## src/rtl/aes_round_sequencer.sv

```systemverilog
// Control sequencer that walks the 4x4 AES PE array through one AES-128 block.
// Optional macro SEQ_PERF_CNT_EN adds the cycle_cnt performance counter output.
module aes_round_sequencer #(
    parameter int NUM_ROUNDS = 10,
    parameter int SHIFT_CYC  = 3,
    parameter int SUB_LAT    = 1
) (
    input  logic       clk,
    input  logic       rst,
    input  logic       start,
    input  logic       enc_dec_in,
    input  logic       key_vld,
    input  logic       out_ready,
    output logic       pe_en,
    output logic [1:0] op_sel,
    output logic       load_psum,
    output logic       shift_in_en,
    output logic       enc_dec,
    output logic       key_req,
    output logic [3:0] key_round,
    output logic       busy,
`ifdef SEQ_PERF_CNT_EN
    output logic [7:0] cycle_cnt,
`endif
    output logic       out_valid
);

    typedef enum logic [2:0] {
        S_IDLE, S_LOAD, S_SUB, S_SHIFT, S_MIX, S_KWAIT, S_ADDK, S_OUT
    } state_t;

    localparam logic [3:0] LAST_ROUND = 4'(NUM_ROUNDS);
    localparam logic [7:0] SHIFT_LAST = 8'(SHIFT_CYC - 1);
    localparam logic [7:0] SUB_LAST   = 8'(SUB_LAT - 1);

    state_t     r_state;
    logic [3:0] r_round;
    logic [7:0] r_phase;
    logic       r_dir;

    logic       r_peEn, r_loadPsum, r_shiftInEn, r_encDec, r_keyReq, r_busy, r_outValid;
    logic [1:0] r_opSel;
    logic [3:0] r_keyRound;

    state_t     w_nextState;
    logic [3:0] w_nextRound;
    logic [7:0] w_nextPhase;
    logic       w_nextDir;
    logic       w_peEn, w_loadPsum, w_shiftInEn, w_encDec, w_keyReq, w_busy, w_outValid;
    logic [1:0] w_opSel;
    logic [3:0] w_keyRound;

    // Outputs are decoded from the next state so each register lines up with its state's cycle.
    always_comb begin
        w_nextState = r_state;
        w_nextRound = r_round;
        w_nextPhase = r_phase;
        w_nextDir   = r_dir;
        case (r_state)
            S_IDLE: if (start) begin
                w_nextState = S_LOAD;
                w_nextDir   = enc_dec_in;
                w_nextRound = enc_dec_in ? 4'd0 : LAST_ROUND;
                w_nextPhase = 8'd0;
            end
            S_LOAD: w_nextState = S_KWAIT;
            S_SUB: if (r_phase == SUB_LAST) begin
                w_nextPhase = 8'd0;
                w_nextState = r_dir ? S_SHIFT : S_KWAIT;
            end else begin
                w_nextPhase = r_phase + 8'd1;
            end
            S_SHIFT: if (r_phase == SHIFT_LAST) begin
                w_nextPhase = 8'd0;
                if (!r_dir)                   w_nextState = S_SUB;
                else if (r_round == LAST_ROUND) w_nextState = S_KWAIT;
                else                          w_nextState = S_MIX;
            end else begin
                w_nextPhase = r_phase + 8'd1;
            end
            S_MIX: if (r_dir) begin
                w_nextState = S_KWAIT;
            end else begin
                w_nextState = S_SHIFT;
                w_nextRound = r_round - 4'd1;
            end
            S_KWAIT: if (key_vld) w_nextState = S_ADDK;
            S_ADDK: if (r_dir) begin
                if (r_round == LAST_ROUND) begin
                    w_nextState = S_OUT;
                end else begin
                    w_nextState = S_SUB;
                    w_nextRound = r_round + 4'd1;
                end
            end else begin
                if (r_round == 4'd0) begin
                    w_nextState = S_OUT;
                end else if (r_round == LAST_ROUND) begin
                    w_nextState = S_SHIFT;
                    w_nextRound = r_round - 4'd1;
                end else begin
                    w_nextState = S_MIX;
                end
            end
            S_OUT: if (out_ready) w_nextState = S_IDLE;
            default: w_nextState = S_IDLE;
        endcase

        w_peEn      = (w_nextState == S_LOAD) || (w_nextState == S_SUB) || (w_nextState == S_SHIFT)
                   || (w_nextState == S_MIX) || (w_nextState == S_ADDK);
        w_opSel     = (w_nextState == S_SUB)  ? 2'b01 :
                      (w_nextState == S_MIX)  ? 2'b10 :
                      (w_nextState == S_ADDK) ? 2'b11 : 2'b00;
        w_loadPsum  = (w_nextState == S_LOAD);
        w_shiftInEn = (w_nextState == S_SHIFT);
        w_keyReq    = (w_nextState == S_KWAIT);
        w_keyRound  = ((w_nextState == S_KWAIT) || (w_nextState == S_ADDK)) ? w_nextRound : 4'd0;
        w_busy      = (w_nextState != S_IDLE);
        w_outValid  = (w_nextState == S_OUT);
        w_encDec    = (w_nextState != S_IDLE) ? w_nextDir : 1'b0;
    end

    always_ff @(posedge clk) begin
        if (rst) begin
            r_state     <= S_IDLE;
            r_round     <= 4'd0;
            r_phase     <= 8'd0;
            r_dir       <= 1'b0;
            r_peEn      <= 1'b0;
            r_opSel     <= 2'b00;
            r_loadPsum  <= 1'b0;
            r_shiftInEn <= 1'b0;
            r_encDec    <= 1'b0;
            r_keyReq    <= 1'b0;
            r_keyRound  <= 4'd0;
            r_busy      <= 1'b0;
            r_outValid  <= 1'b0;
        end else begin
            r_state     <= w_nextState;
            r_round     <= w_nextRound;
            r_phase     <= w_nextPhase;
            r_dir       <= w_nextDir;
            r_peEn      <= w_peEn;
            r_opSel     <= w_opSel;
            r_loadPsum  <= w_loadPsum;
            r_shiftInEn <= w_shiftInEn;
            r_encDec    <= w_encDec;
            r_keyReq    <= w_keyReq;
            r_keyRound  <= w_keyRound;
            r_busy      <= w_busy;
            r_outValid  <= w_outValid;
        end
    end

    assign pe_en       = r_peEn;
    assign op_sel      = r_opSel;
    assign load_psum   = r_loadPsum;
    assign shift_in_en = r_shiftInEn;
    assign enc_dec     = r_encDec;
    assign key_req     = r_keyReq;
    assign key_round   = r_keyRound;
    assign busy        = r_busy;
    assign out_valid   = r_outValid;

`ifdef SEQ_PERF_CNT_EN
    logic [7:0] r_cycleCnt;

    // Counts every processing cycle (LOAD through last ADDK), saturating, frozen in OUT/IDLE.
    always_ff @(posedge clk) begin
        if (rst) begin
            r_cycleCnt <= 8'd0;
        end else if ((r_state == S_IDLE) && start) begin
            r_cycleCnt <= 8'd0;
        end else if ((r_state != S_IDLE) && (r_state != S_OUT) && (r_cycleCnt != 8'hFF)) begin
            r_cycleCnt <= r_cycleCnt + 8'd1;
        end
    end

    assign cycle_cnt = r_cycleCnt;
`endif

endmodule

```

## config.mk

```make
export PLATFORM = sky130hd
export DESIGN_NAME = aes_round_sequencer
export DESIGN_NICKNAME = d
export VERILOG_FILES = /design/src/rtl/aes_round_sequencer.sv
export SDC_FILE = /design/constraint.sdc
export NUM_CORES = 1
export LEC_CHECK = 0
export ABC_CLOCK_PERIOD_IN_PS = 5100
export CORE_ASPECT_RATIO = 0.9
export CORE_MARGIN = 2
export CORE_UTILIZATION = 55
export CTS_BUF_LIST = sky130_fd_sc_hd__clkbuf_4
export DETAILED_ROUTE_END_ITERATION = 8
export HOLD_SLACK_MARGIN = 0.15
export PLACE_DENSITY = 0.78
export SLEW_MARGIN = 25
export SYNTH_ARGS = -nofsm -noshare
export SYNTH_HDL_FRONTEND = slang
export SYNTH_SLANG_ARGS = --single-unit
```

## constraint.sdc

```tcl
create_clock -name clk -period 5.1 [get_ports clk]
set_input_delay 1.02 -clock clk [delete_from_list [all_inputs] [get_ports clk]]
set_output_delay 1.02 -clock clk [all_outputs]
set_load 0.02 [all_outputs]
```

==> results_dict.tcl, run 1 <==
set metrics [dict create \
    status "finished clean" \
    startpoint_type "input pin" \
    grt_overflow 0 \
    grt_setup_unrepaired "false" \
    vias 1655 \
    synth-main-ff-cell "dfxtp_1" \
    async_flop_share 0 \
    layout-drive-gt1-share 0.129 \
    hold_buffers 0 \
    ctsResizeCount 0 \
    p_per_area_nw_per_um2 371 \
    grt.total_usage 0.254 \
    grt_pass1_wl_um 7220 \
    htreeDepth 2 \
    wl_per_cell_um 16.6 \
    p_total_w 0.000760 \
    max_cap_viol_count 0 \
    first_pass_iters 4 \
    leakage_nw 0.781 \
    slew_headroom 0.533 \
    worstPathRequired_ps 5320 \
    cts_tree "done" \
    drc_errors 0 \
    place_hpwl_um 3190 \
    io_buffers 18 \
    hold_viol 0 \
    gp_congestion 0.918 \
    path_clk_slew_ps 90 \
    max_clock_freq_mhz 402 \
    n_antenna_cell 0 \
    grt_pass1_vias 1529 \
    period_minus_slack_ps 2490 \
    ios 19 \
    clock_latency_ps 330 \
    ant_nets 0 \
    syn_area_sq_um 1780 \
    nets 229 \
    synth_compound_area_frac 0.236 \
    fp.dieW_um 64.0 \
    synth_nets 213 \
    floorplan.initialDensity 0.580 \
    clock-sinks 29 \
    clock-root-buffer "clkbuf_4" \
    fill_cells 243 \
    yosysWarnings 0 \
    worstSetupEndpointType "flip-flop" \
    core_sq_um 3070 \
    slew_viol_final 0 \
    synth-edff-count 0 \
    synthMuxAreaShare 0.0232 \
    netlist_instances 201 \
    fin_crit_sh 0.487 \
    cp_max_fo 9 \
    dieArea_sq_um 3710 \
    synth.distinct_cells 59 \
    synth-seq-cells 29 \
    multi_input_area_sq_um 1110 \
    synth_fa_ha_area_frac 0.0422 \
    cts_buffer_depth 2 \
    fin_tns_setup_ps 0 \
    ys_seq_area_frac 0.326 \
    syn2layout_area_growth_pct 15.2 \
    cts_setup_buffers 0 \
    synth_xor_area_frac 0.0345 \
    first_iter_violations 151 \
    ir_drop_v 0.000245 \
    regArea_sq_um 581 \
    skew_ps 13.8 \
    rows 19 \
    critical_path_class "in -> reg" \
    syn_area_per_cell_sq_um 8.85 \
    yosys.area_share.simple 0.283 \
    cp.arrival_ps 2710 \
    cts_buffers 5 \
    hold_path.class "reg -> reg" \
    synth_top_family_by_area "simple AND/OR/NAND/NOR gates" \
    worst_pin_slew_ps 700 \
    via_per_inst 6.39 \
    setup_violations 0 \
    grt_antenna_before_repair 0 \
    wl_um 4310 \
    grt_max_degree 22 \
    die_h_um 58.0 \
]
[worst max-delay path, cell delays in order]
cell	delay, ps
clkdlybuf4s50_1	610
nand2b_1	90
a21oi_1	560
a21o_1	340
nor2_1	90
[final timing paths]
path,start,to,cells past startpoint,slack [ps]
max,start,r_phase[4]$_SDFFE_PP0P_,5,2610
min,r_phase[5]$_SDFFE_PP0P_,r_phase[5]$_SDFFE_PP0P_,2,600
max reg2reg,r_phase[0]$_SDFFE_PP0P_,enc_dec$_SDFF_PP0_,7,2750
min reg2reg,r_phase[5]$_SDFFE_PP0P_,r_phase[5]$_SDFFE_PP0P_,2,600
[final cells by class]
cell class,count,area share
tap,42,0.0256
sequential,29,0.283
clock buffer,5,0.0183
multi-input combinational,148,0.540
clock inverter,2,0.0171
inverter,15,0.0275
timing repair buffer,18,0.0879
[state kept, by name (all words and copies together), names as in the netlist, 2 cells and up]
| register | flops |
|---|---|
| op_sel | 2 |
| r_round | 4 |
| r_state | 3 |
| key_round | 4 |
| r_phase | 8 |
[cell families after synthesis]
family	Yosys count
xor gates and xnor gates	7
DFF	29
adders and majority gates	6
AOI/OAI and AO/OA	49
and+or+nand+nor	82
buffers and inverters	24
muxes	4
[metal layers]
metal	GRT usage	wire length (um)
met2	0.381	2090
met5	0	0
met4	0.106	97
met1	0.339	1810
met3	0.0816	307
[where the power goes]
group / switching (W) / internal [W] / total, W / leakage, nW
Combinational: 0.000154 / 0.000124 / 0.000278 / 0.503
Clock: 0.0000829 / 0.0000997 / 0.000183 / 0.0410
Sequential: 0.0000447 / 0.000254 / 0.000299 / 0.237
Total: 0.000282 / 0.000478 / 0.000760 / 0.781
[cell usage after synthesis, types with 3 or more instances]
library cell,n,share of area
nand2b_1,4,0.014
nor3_1,5,0.014
inv_1,14,0.030
a31oi_1,3,0.011
o21ai_0,7,0.020
and3_1,3,0.011
nand3_1,7,0.020
mux2i_1,3,0.017
nand4_1,6,0.021
nor2_1,21,0.044
ha_1,6,0.042
dfxtp_1,29,0.33
nor4_2,4,0.028
and2_1,3,0.011
buf_2,4,0.011
nand2_1,8,0.017
xor2_1,6,0.030
a211oi_1,5,0.021
and4_1,3,0.015
nor2b_1,3,0.011
a211o_1,3,0.015
a21oi_1,6,0.017
o31ai_2,3,0.021
[cell usage in the layout, fill, tap and decap left out, types with 2 or more instances in the layout]
cell | Yosys | layout
a211o_1 | 3 | 3
a211oi_1 | 5 | 5
a21oi_1 | 6 | 6
a31oi_1 | 3 | 3
and2_1 | 3 | 3
and3_1 | 3 | 3
and4_1 | 3 | 3
clkbuf_4 | 0 | 5
clkdlybuf4s50_1 | 0 | 18
dfxtp_1 | 29 | 29
ha_1 | 6 | 6
inv_1 | 14 | 14
mux2i_1 | 3 | 3
nand2_1 | 8 | 8
nand2b_1 | 4 | 4
nand3_1 | 7 | 7
nand3b_1 | 2 | 2
nand4_1 | 6 | 6
nor2_1 | 21 | 21
nor2b_1 | 3 | 3
nor3_1 | 5 | 5
nor4_2 | 4 | 4
o211ai_1 | 2 | 2
o21ai_0 | 7 | 7
o22ai_1 | 2 | 2
o311a_1 | 2 | 2
o31ai_2 | 3 | 3
o32a_2 | 2 | 2
or3b_1 | 2 | 2
xor2_1 | 6 | 6
[metrics by stage]
stage	setup WS, ps	area (sq um)	cells	hold WS, ps	util
floorplan	2950	1780	201	534	-
global placement	2210	1970	252	562	0.642
detailed placement	2180	1970	252	587	0.642
CTS	2520	2040	259	607	0.666
global route	2420	2050	259	619	0.668
finish	2610	2050	259	601	0.668
(Power assumes the default switching activity.)
==> run 2: changes to the inputs <==
Settings changed: ABC_CLOCK_PERIOD_IN_PS 5100 to 2450.
Clock period 5.1 ns to 2.45 ns, I/O delays scaled along.
==> run 2 against run 1 <==
Against the previous run: global-route usage rose by 0.27 points; clock-buffer cell count rose by 1; critical path depth rose by 2; die area unchanged; utilization is 0.94 points higher; worst setup slack got worse by 2400 ps; sequential share of layout area shrank 0.39 points.
==> results_dict.tcl, run 2 (synthesized netlist as in run 1, its figures left out) <==
set metrics [dict create \
    gp_congestion 0.886 \
    hold_viol 0 \
    worstPathRequired_ps 2670 \
    regMostFlops "r_phase" \
    syn2layout_area_growth_pct 16.8 \
    cts_setup_buffers 0 \
    rows 19 \
    cp.arrival_ps 2500 \
    worst_pin_slew_ps 559 \
    drc_errors 0 \
    grt_setup_unrepaired "false" \
    skew_ps 13.7 \
    first_iter_violations 179 \
    fp.dieW_um 64.0 \
    period_minus_slack_ps 2280 \
    fin_util 0.678 \
    hold_buffers 0 \
    cts_tree "done" \
    ir_drop_v 0.000528 \
    core_sq_um 3070 \
    path_clk_slew_ps 100 \
    critical_path_class "reg -> reg" \
    place_hpwl_um 3170 \
    first_pass_iters 4 \
    fin_crit_sh 0.930 \
    grt_max_degree 19 \
    clock-sinks 29 \
    cp_max_fo 6 \
    dpl_cell_area_sq_um 2030 \
    grt_overflow 0 \
    status "finished clean" \
    clock_latency_ps 340 \
    grt_pass1_vias 1523 \
    max_clock_freq_mhz 439 \
    layout_commonest_cell "dfxtp_1" \
    io_buffers 18 \
    final_cell_mix "dfxtp_1 (29), nor2_1 (21), clkdlybuf4s50_1 (18)" \
    floorplan.initialDensity 0.580 \
    ant_nets 0 \
    cts_buffer_depth 2 \
    max_cap_viol_count 0 \
    slew_headroom 0.627 \
    htreeDepth 2 \
    clock-root-buffer "clkbuf_4" \
    worstSetupEndpointType "flip-flop" \
    setup_violations 0 \
    ctsResizeCount 0 \
    p_per_area_nw_per_um2 725 \
    hold_path.class "reg -> reg" \
    vias 1615 \
    slew_viol_final 0 \
    ios 19 \
    via_per_inst 6.05 \
    grt_pass1_wl_um 7290 \
    die_h_um 58.0 \
    p_total_w 0.00151 \
    wl_per_cell_um 16.1 \
    leakage_nw 0.805 \
    fin_ws_ps 171 \
    startpoint_type "flip-flop" \
    largest_register_ff_count 8 \
    fin_tns_setup_ps 0 \
    grt_antenna_before_repair 0 \
    dpl_worst_slack_ps 199 \
    wl_um 4300 \
    nets 237 \
    n_antenna_cell 0 \
    dieArea_sq_um 3710 \
    layout-drive-gt1-share 0.151 \
    fill_cells 248 \
    cts_buffers 5 \
    grt.total_usage 0.256 \
    finalInstanceArea_sq_um 2080 \
]
[run 2: stage by stage]
step | std cells | hold slack [ps]
final | 267 | 597
after global routing | 267 | 616
after CTS | 267 | 597
after detailed placement | 260 | 582
after global placement | 260 | 571
after floorplan | 201 | 534
[run 2: worst paths after layout]
check,start,depth (start not counted),slack [ps],end
worst max register to register,r_phase[0]$_SDFFE_PP0P_,7,170,busy$_SDFF_PP0_
worst min-delay path,r_phase[5]$_SDFFE_PP0P_,2,600,r_phase[5]$_SDFFE_PP0P_
worst min register to register,r_phase[5]$_SDFFE_PP0P_,2,600,r_phase[5]$_SDFFE_PP0P_
worst max-delay path,r_phase[0]$_SDFFE_PP0P_,7,170,busy$_SDFF_PP0_
[run 2: critical path, stage by stage, from the launching register on]
cell       delay, ps
dfxtp_1          380
inv_1            100
ha_1             210
or3b_1           410
a2111oi_4        360
o32a_2           220
nor4bb_4         360
a21oi_1          110
[run 2: metal layers]
metal  wire length [um]  vias up  GRT usage  share of wire
li1                   -      793          -              -
met1               1970      755      0.337           0.46
met2               1980       56      0.396           0.46
met3                260       11     0.0621          0.060
met4                 91        0      0.127          0.021
met5                  0        -          0              0
[run 2: area by class of cell]
type                            instances  area, sq um  share of cell area
Clock inverter                          1         3.75             0.00181
Sequential cell                        29          581               0.279
Clock buffer                            6         45.0              0.0217
Timing Repair Buffer                   26          240               0.116
Inverter                               15         56.3              0.0271
Tap cell                               42         52.6              0.0253
Multi-Input combinational cell        148         1100               0.529
[run 2: power by group]
part	total, W	switching [W]	internal, W
sequential	0.000602	0.0000732	0.000529
clock	0.000282	0.000167	0.000115
combinational	0.000623	0.000344	0.000279
==> run 3: changes to the inputs <==
Settings changed: CTS_CLUSTER_DIAMETER from default to 80.
==> results of run 3 <==
No change in the layout: final DEF, timing and power equal those of run 2.
